File: config.mk
export PLATFORM = sky130hd
export DESIGN_NAME = latch_bank
export DESIGN_NICKNAME = d
export VERILOG_FILES = /design/src/rtl/latch_bank_pkg.sv /design/src/rtl/latch_bank_cell.sv /design/src/rtl/latch_bank.sv
export SDC_FILE = /design/constraint.sdc
export NUM_CORES = 1
export LEC_CHECK = 0
export ABC_AREA = 1
export BUFFER_PORTS_ARGS = -buffer_cell sky130_fd_sc_hd__buf_2
export CAP_MARGIN = 20
export CORE_MARGIN = 8
export CORE_UTILIZATION = 62
export DETAILED_ROUTE_END_ITERATION = 8
export GPL_TIMING_DRIVEN = 0
export PLACE_DENSITY = 0.85
export SYNTH_ARGS = -nofsm -noshare
export SYNTH_HDL_FRONTEND = slang
export SYNTH_HIERARCHICAL = 1
export SYNTH_SLANG_ARGS = --single-unit
File: constraint.sdc
create_clock -name clk -period 2.61 [get_ports clk]
set_input_delay 0.3915 -clock clk [delete_from_list [all_inputs] [get_ports clk]]
set_output_delay 0.3915 -clock clk [all_outputs]
set_load 0.05 [all_outputs]
File: src/rtl/latch_bank_pkg.sv
// Shared types and default sizing for the latch_bank channel store.
package latch_bank_pkg;

    localparam int unsigned DefWidth = 8;
    localparam int unsigned DefNch   = 4;

    typedef enum logic {
        StIdle,
        StClear
    } state_e;

endpackage

File: src/rtl/latch_bank_cell.sv
// One WIDTH-bit storage channel: sync reset, then clear, then load, in priority order.
module latch_bank_cell #(
    parameter int unsigned WIDTH = 8
) (
    input  logic             clk,
    input  logic             rst,
    input  logic             ld,
    input  logic             clr,
    input  logic [WIDTH-1:0] d,
    output logic [WIDTH-1:0] q
);

    logic [WIDTH-1:0] val_q;

    always_ff @(posedge clk) begin
        if (rst) begin
            val_q <= '0;
        end else if (clr) begin
            val_q <= '0;
        end else if (ld) begin
            val_q <= d;
        end
    end

    assign q = val_q;

endmodule

File: src/rtl/latch_bank.sv
// Multi-channel register bank with sticky change flags and a sequential clear sweep.
// Define LATCH_BANK_BYPASS_EN to forward accepted write data straight to q on a read hit.
module latch_bank
    import latch_bank_pkg::*;
#(
    parameter  int unsigned WIDTH = DefWidth,
    parameter  int unsigned NCH   = DefNch,
    localparam int unsigned AW    = $clog2(NCH)
) (
    input  logic             clk,
    input  logic             rst,
    input  logic             en,
    input  logic             wr_vld,
    output logic             wr_rdy,
    input  logic [AW-1:0]    wr_ch,
    input  logic [WIDTH-1:0] d,
    input  logic             clr_req,
    input  logic [AW-1:0]    rd_ch,
    output logic [WIDTH-1:0] q,
    output logic [NCH-1:0]   chg,
    input  logic [NCH-1:0]   chg_clr,
    output logic             busy
);

    localparam logic [AW:0]   NchW    = (AW+1)'(NCH);
    localparam logic [AW-1:0] LastPtr = AW'(NCH - 1);

    state_e           state_q, state_d;
    logic [AW-1:0]    ptr_q, ptr_d;
    logic [NCH-1:0]   chg_q, chg_d;
    logic [NCH-1:0]   cell_ld, cell_clr;
    logic [WIDTH-1:0] cell_q [NCH];
    logic             wr_acc, wr_in_range, sweep_clr, bypass;

    assign wr_rdy      = (state_q == StIdle) && en;
    assign wr_acc      = wr_vld && wr_rdy;
    assign wr_in_range = {1'b0, wr_ch} < NchW;
    assign sweep_clr   = (state_q == StClear) && en;
    assign busy        = (state_q == StClear);
    assign chg         = chg_q;

`ifdef LATCH_BANK_BYPASS_EN
    assign bypass = wr_acc && wr_in_range && (wr_ch == rd_ch);
`else
    assign bypass = 1'b0;
`endif

    // en=0 leaves state and ptr untouched, which pauses a sweep in place.
    always_comb begin
        state_d = state_q;
        ptr_d   = ptr_q;
        unique case (state_q)
            StIdle: begin
                if (en && clr_req) begin
                    state_d = StClear;
                    ptr_d   = '0;
                end
            end
            StClear: begin
                if (en) begin
                    if (ptr_q == LastPtr) begin
                        state_d = StIdle;
                        ptr_d   = '0;
                    end else begin
                        ptr_d = ptr_q + 1'b1;
                    end
                end
            end
            default: state_d = StIdle;
        endcase
    end

    // Set beats clear on chg; the sweep never touches chg.
    always_comb begin
        cell_ld  = '0;
        cell_clr = '0;
        chg_d    = '0;
        for (int i = 0; i < NCH; i++) begin
            cell_ld[i]  = wr_acc && wr_in_range && (wr_ch == AW'(i));
            cell_clr[i] = sweep_clr && (ptr_q == AW'(i));
            chg_d[i]    = (cell_ld[i] && (d != cell_q[i])) || (chg_q[i] && !chg_clr[i]);
        end
    end

    always_comb begin
        q = '0;
        for (int i = 0; i < NCH; i++) begin
            if (rd_ch == AW'(i)) begin
                q = cell_q[i];
            end
        end
        if (bypass) begin
            q = d;
        end
    end

    always_ff @(posedge clk) begin
        if (rst) begin
            state_q <= StIdle;
            ptr_q   <= '0;
            chg_q   <= '0;
        end else begin
            state_q <= state_d;
            ptr_q   <= ptr_d;
            chg_q   <= chg_d;
        end
    end

    for (genvar g = 0; g < NCH; g++) begin : g_cell
        latch_bank_cell #(
            .WIDTH(WIDTH)
        ) u_cell (
            .clk(clk),
            .rst(rst),
            .ld (cell_ld[g]),
            .clr(cell_clr[g]),
            .d  (d),
            .q  (cell_q[g])
        );
    end

endmodule

# == Word-level counts from Yosys, hierarchy flattened ==
# Index checks and enable logic that the tools add are counted.
# word_totals
output_inout_bits,14
register_bits,39
in_bits,21
# op_classes
bitwise,1
n_eq_ne,15
n_addsub,1
reduce_logical,36
muxes,12
# ops
operator,n
8-bit two-way mux,4
8-bit != test,4
1-bit logical AND,20
2-bit == test (second input constant),6
2-bit OR reduction,4
2-bit by 1-bit == test with 1-bit output (second input constant),3
2-bit logical NOT,3
2-bit two-way mux,3
1-bit logical NOT,4
1-bit logical OR,4
2-bit one-hot mux with 2 select lines,1
1-bit two-way mux,3
2-bit by 1-bit adder with 2-bit output (second input constant),1
2-bit by 1-bit != test with 1-bit output (second input constant),1
2-bit != test (second input constant),1
1-bit one-hot mux with 2 select lines,1
2-bit AND reduction,1
1-bit NOT,1

# == Longest topological paths before layout ==
# depth
depth_word,6
mapped_depth,9
depth_no_buf,8

# == Cells and area by module ==
# The synthesis kept the hierarchy.
# by_module_without_submodules
mod,n_inst,cells_each,area_each_um2
latch_bank_cell,4,51,357.8
latch_bank,1,221,1139.8

# == Worst setup path before layout ==
# Ideal clock, no wire load.
# synth_path
path_type,input-to-output
startpoint,input rd_ch[0]
endpoint,output q[0]
t_arrival_ps,1581
t_required_ps,2219
n_path_buf,0
stages,2
slack_ps,637
path_cell_list,nand2_1 -> o21ai_0
# synth_between
elab_chain_cells,5
# synth_rtl
element,line_no,text
"start, declared",latch_bank.sv:18,"input logic [AW-1:0] rd_ch,"
2-bit logical NOT,latch_bank.sv:88,if (rd_ch == AW'(i)) begin
8-bit two-way mux (3 in a row),latch_bank.sv:88,
8-bit two-way mux (*),latch_bank.sv:88,
"end, declared",latch_bank.sv:19,"output logic [WIDTH-1:0] q,"
# Mark *: on every way between the ends. The rest lies on a longest branch, timed or not.

# == Worst setup path in the final report ==
# layout_path
startpoint,input rd_ch[1]
endpoint,output q[7]
# The elaborated chain is that of the path after synthesis.

==> reports/metrics.cfg <==
[detailed_routing]
num_vias = 2470
routed_wirelength_mm = 5.953
dr.pass1.iters = 5
ant_nets = 0
post_drt_wl_per_cell_um = 11.51
drt_iter0_markers = 145
drc = 0
viasPerCell = 4.778

[cts]
path_clk_slew_ns = 0.07
cts_setup_buffers = 0
clk_latency_ns = 0.29
htree_levels = 2
cts_root_buf = clkbuf_8
cts_sinks = 39
holdBufCountCts = 0
cts_buffer_depth = 2
numCtsBuffers = 5
cts_tree = built
postCtsResizedCells = 0

[setup_path]
regToRegSetupSlack_ns = 1.24
cp_slowest_cell = nor2_1
critical_path_arrival_ns = 1.62
crit_required_ns = 2.22
setup.worst_path.end_class = primary output
start_kind = input port
cp_common_cell = buf_2
path_buf_inv = 3
crit_fanout = 8
crit_path_max_incr_delay_ns = 0.43
timing.critical_path.cells = buf_2, inv_1, nor2_1, a21oi_1, o21ai_0, buf_2
critPathKind = input port to primary output
cp_top_family = buffers and inverters

[synth]
syn_area_per_cell_um2 = 6.050
synth_flop_cell = dfxtp_1
synth_area_leader_cell = dfxtp_1
syn-num-nets = 450
synthAdderAreaFrac_pct = 1.946
synthMuxAreaShare_pct = 0
yosys_warnings = 6
synth_top_family_by_area = simple AND/OR/NAND/NOR gates
synth-async-reset-ratio_pct = 0
syn_inst = 425
netlist_area_mm2 = 0.002571
synth_top_area_share_pct = 30.36
ys_types = 22
seq_area_frac_synth_pct = 30.36
synth_xor_area_share_pct = 4.088
synth_compound_area_share_pct = 4.720
synth-simple-area-share_pct = 44.14
ys_ff_latch = 39
synth_edf_count = 0
synth_area_leaders = dfxtp_1, nand2_1, nor2_1

[place]
dp.cells = 509
finalWeightedCongestion = 0.8446
hpwl_mm = 4.719
placed_cell_area_mm2 = 0.002804
port-buffer-count = 34

[pwr]
p_leak_uw = 0.001453
vdd_ir_drop_max_mv = 0.3204
p_per_area_mw_per_mm2 = 456.4

[global_route]
grt_pass1_vias = 2344
track_usage_pct = 19.96
grt_pass1_wl_mm = 10.34
gr-total-overflow = 0
grt_max_degree = 12
antenna_found_initial = 0

[layout]
layout_common_cells = nand2_1, nor2_1, inv_1
layout_commonest_cell = nand2_1
fin_cells = 517
drive_gt1_share_pct = 16.27
nNetsFinal = 491
n_antenna_cell = 0
fin_area_mm2 = 0.002904
syn_to_final_growth_pct = 12.94
nFillCells = 366

[timing]
finalHoldViolCount = 0
tns_ns = 0
max_freq_ghz = 0.4976
period_share_pct = 77.00
setup_violations = 0
worstMarginPinSlew_ns = 0.5340
relSlewSlack_pct = 64.27
min_period_ns = 2.010
rsz0062_at_grt = no
final.setup_skew_ns = 0.002458
slew_violations = 0

[floorplan]
die_w_um = 80.40
row_count = 23
core_mm2 = 0.004000
ios = 35
fp.dieH_um = 80.40
dieArea_mm2 = 0.006464
initial_utilization_pct = 64.28

[job]
cap_violations = 0

[run_status]
status = finished clean

[min_path]
hp-class = input port to flop

[path summary, 6_finish.rpt]
path	from	to	cells after the start
worst max-delay path	rd_ch[1]	q[7]	6
worst min-delay path	chg_clr[1]	chg[1]$_SDFF_PP0_	4
worst max register to register	busy$_SDFF_PP0_	g_cell[1].u_cell/q[3]$_SDFFE_PP0P_	8
worst min register to register	chg[3]$_SDFF_PP0_	chg[3]$_SDFF_PP0_	2
[layout make-up]
type,instances,area (um2),share of cell area [%]
buffer,11,105.1,3.619
clock buffer,8,100.1,3.447
inverter,73,274.0,9.436
multi-input combinational,302,1411,48.60
sequential,39,780.7,26.88
tap,50,62.56,2.154
timing repair buffer,34,170.2,5.860
[synth_stat cells (2+ instances only)]
master   count
dfxtp_1     39
nor2_1      78
inv_1       67
nand4_1      4
inv_2        6
nand2_1    158
o22ai_1      5
nor2_8       4
nand3_1      4
ha_1         4
xnor2_1     12
o21ai_0      6
nand2_2      8
a21oi_1     12
buf_2        2
nor3_2       3
buf_6        8
[metrics by stage]
stage | util, % | hold slack [ns] | power [uW] | setup WS, ns
final | 72.60 | 0.3486 | 1325 | 0.6003
after global routing | 72.60 | 0.3444 | 1400 | 0.5008
after CTS | 72.60 | 0.3424 | 1333 | 0.6536
after detailed placement | 70.10 | 0.4537 | 892.9 | 0.6902
after global placement | 70.10 | 0.4497 | 885.2 | 0.6988
after floorplan | - | 0.4606 | 817.5 | 0.6372
[state kept, by name, summed over array words and instances (netlist names)]
register	count
ptr_q	2
busy	1
chg	4
g_cell.u_cell/q	32
[layer usage]
| layer | track usage (%) | part of all wire [%] |
|---|---|---|
| met4 | 6.727 | 1.2 |
| met3 | 4.911 | 5.5 |
| met2 | 33.52 | 48 |
| met1 | 24.08 | 45 |
| met5 | 0 | 0 |
[power by group]
part	leakage [uW]	internal (uW)	switching (uW)
logic	0.00109	85.8	164
clock network	0.0000515	241	202
registers	0.000316	614	18.4
[logic make-up (layout without fill, tap and decap cells)]
family,Yosys count,after routing
AND/OR/NAND/NOR,263,263
AO/OA/AOI/OAI,23,23
flip-flops,39,39
XOR/XNOR,12,12
adder cells (fa/ha/maj),4,4
buffers and inverters,84,126
[worst register-to-register path: stages (launching register included)]
cell and delay (ns):
dfxtp_1 0.39, nor2_4 0.16, nand2_4 0.09, nor3_2 0.18, buf_6 0.16, buf_6 0.14, nand2_2 0.06, nand2_1 0.05
nor2_1 0.04
(Power assumes the default switching activity.)
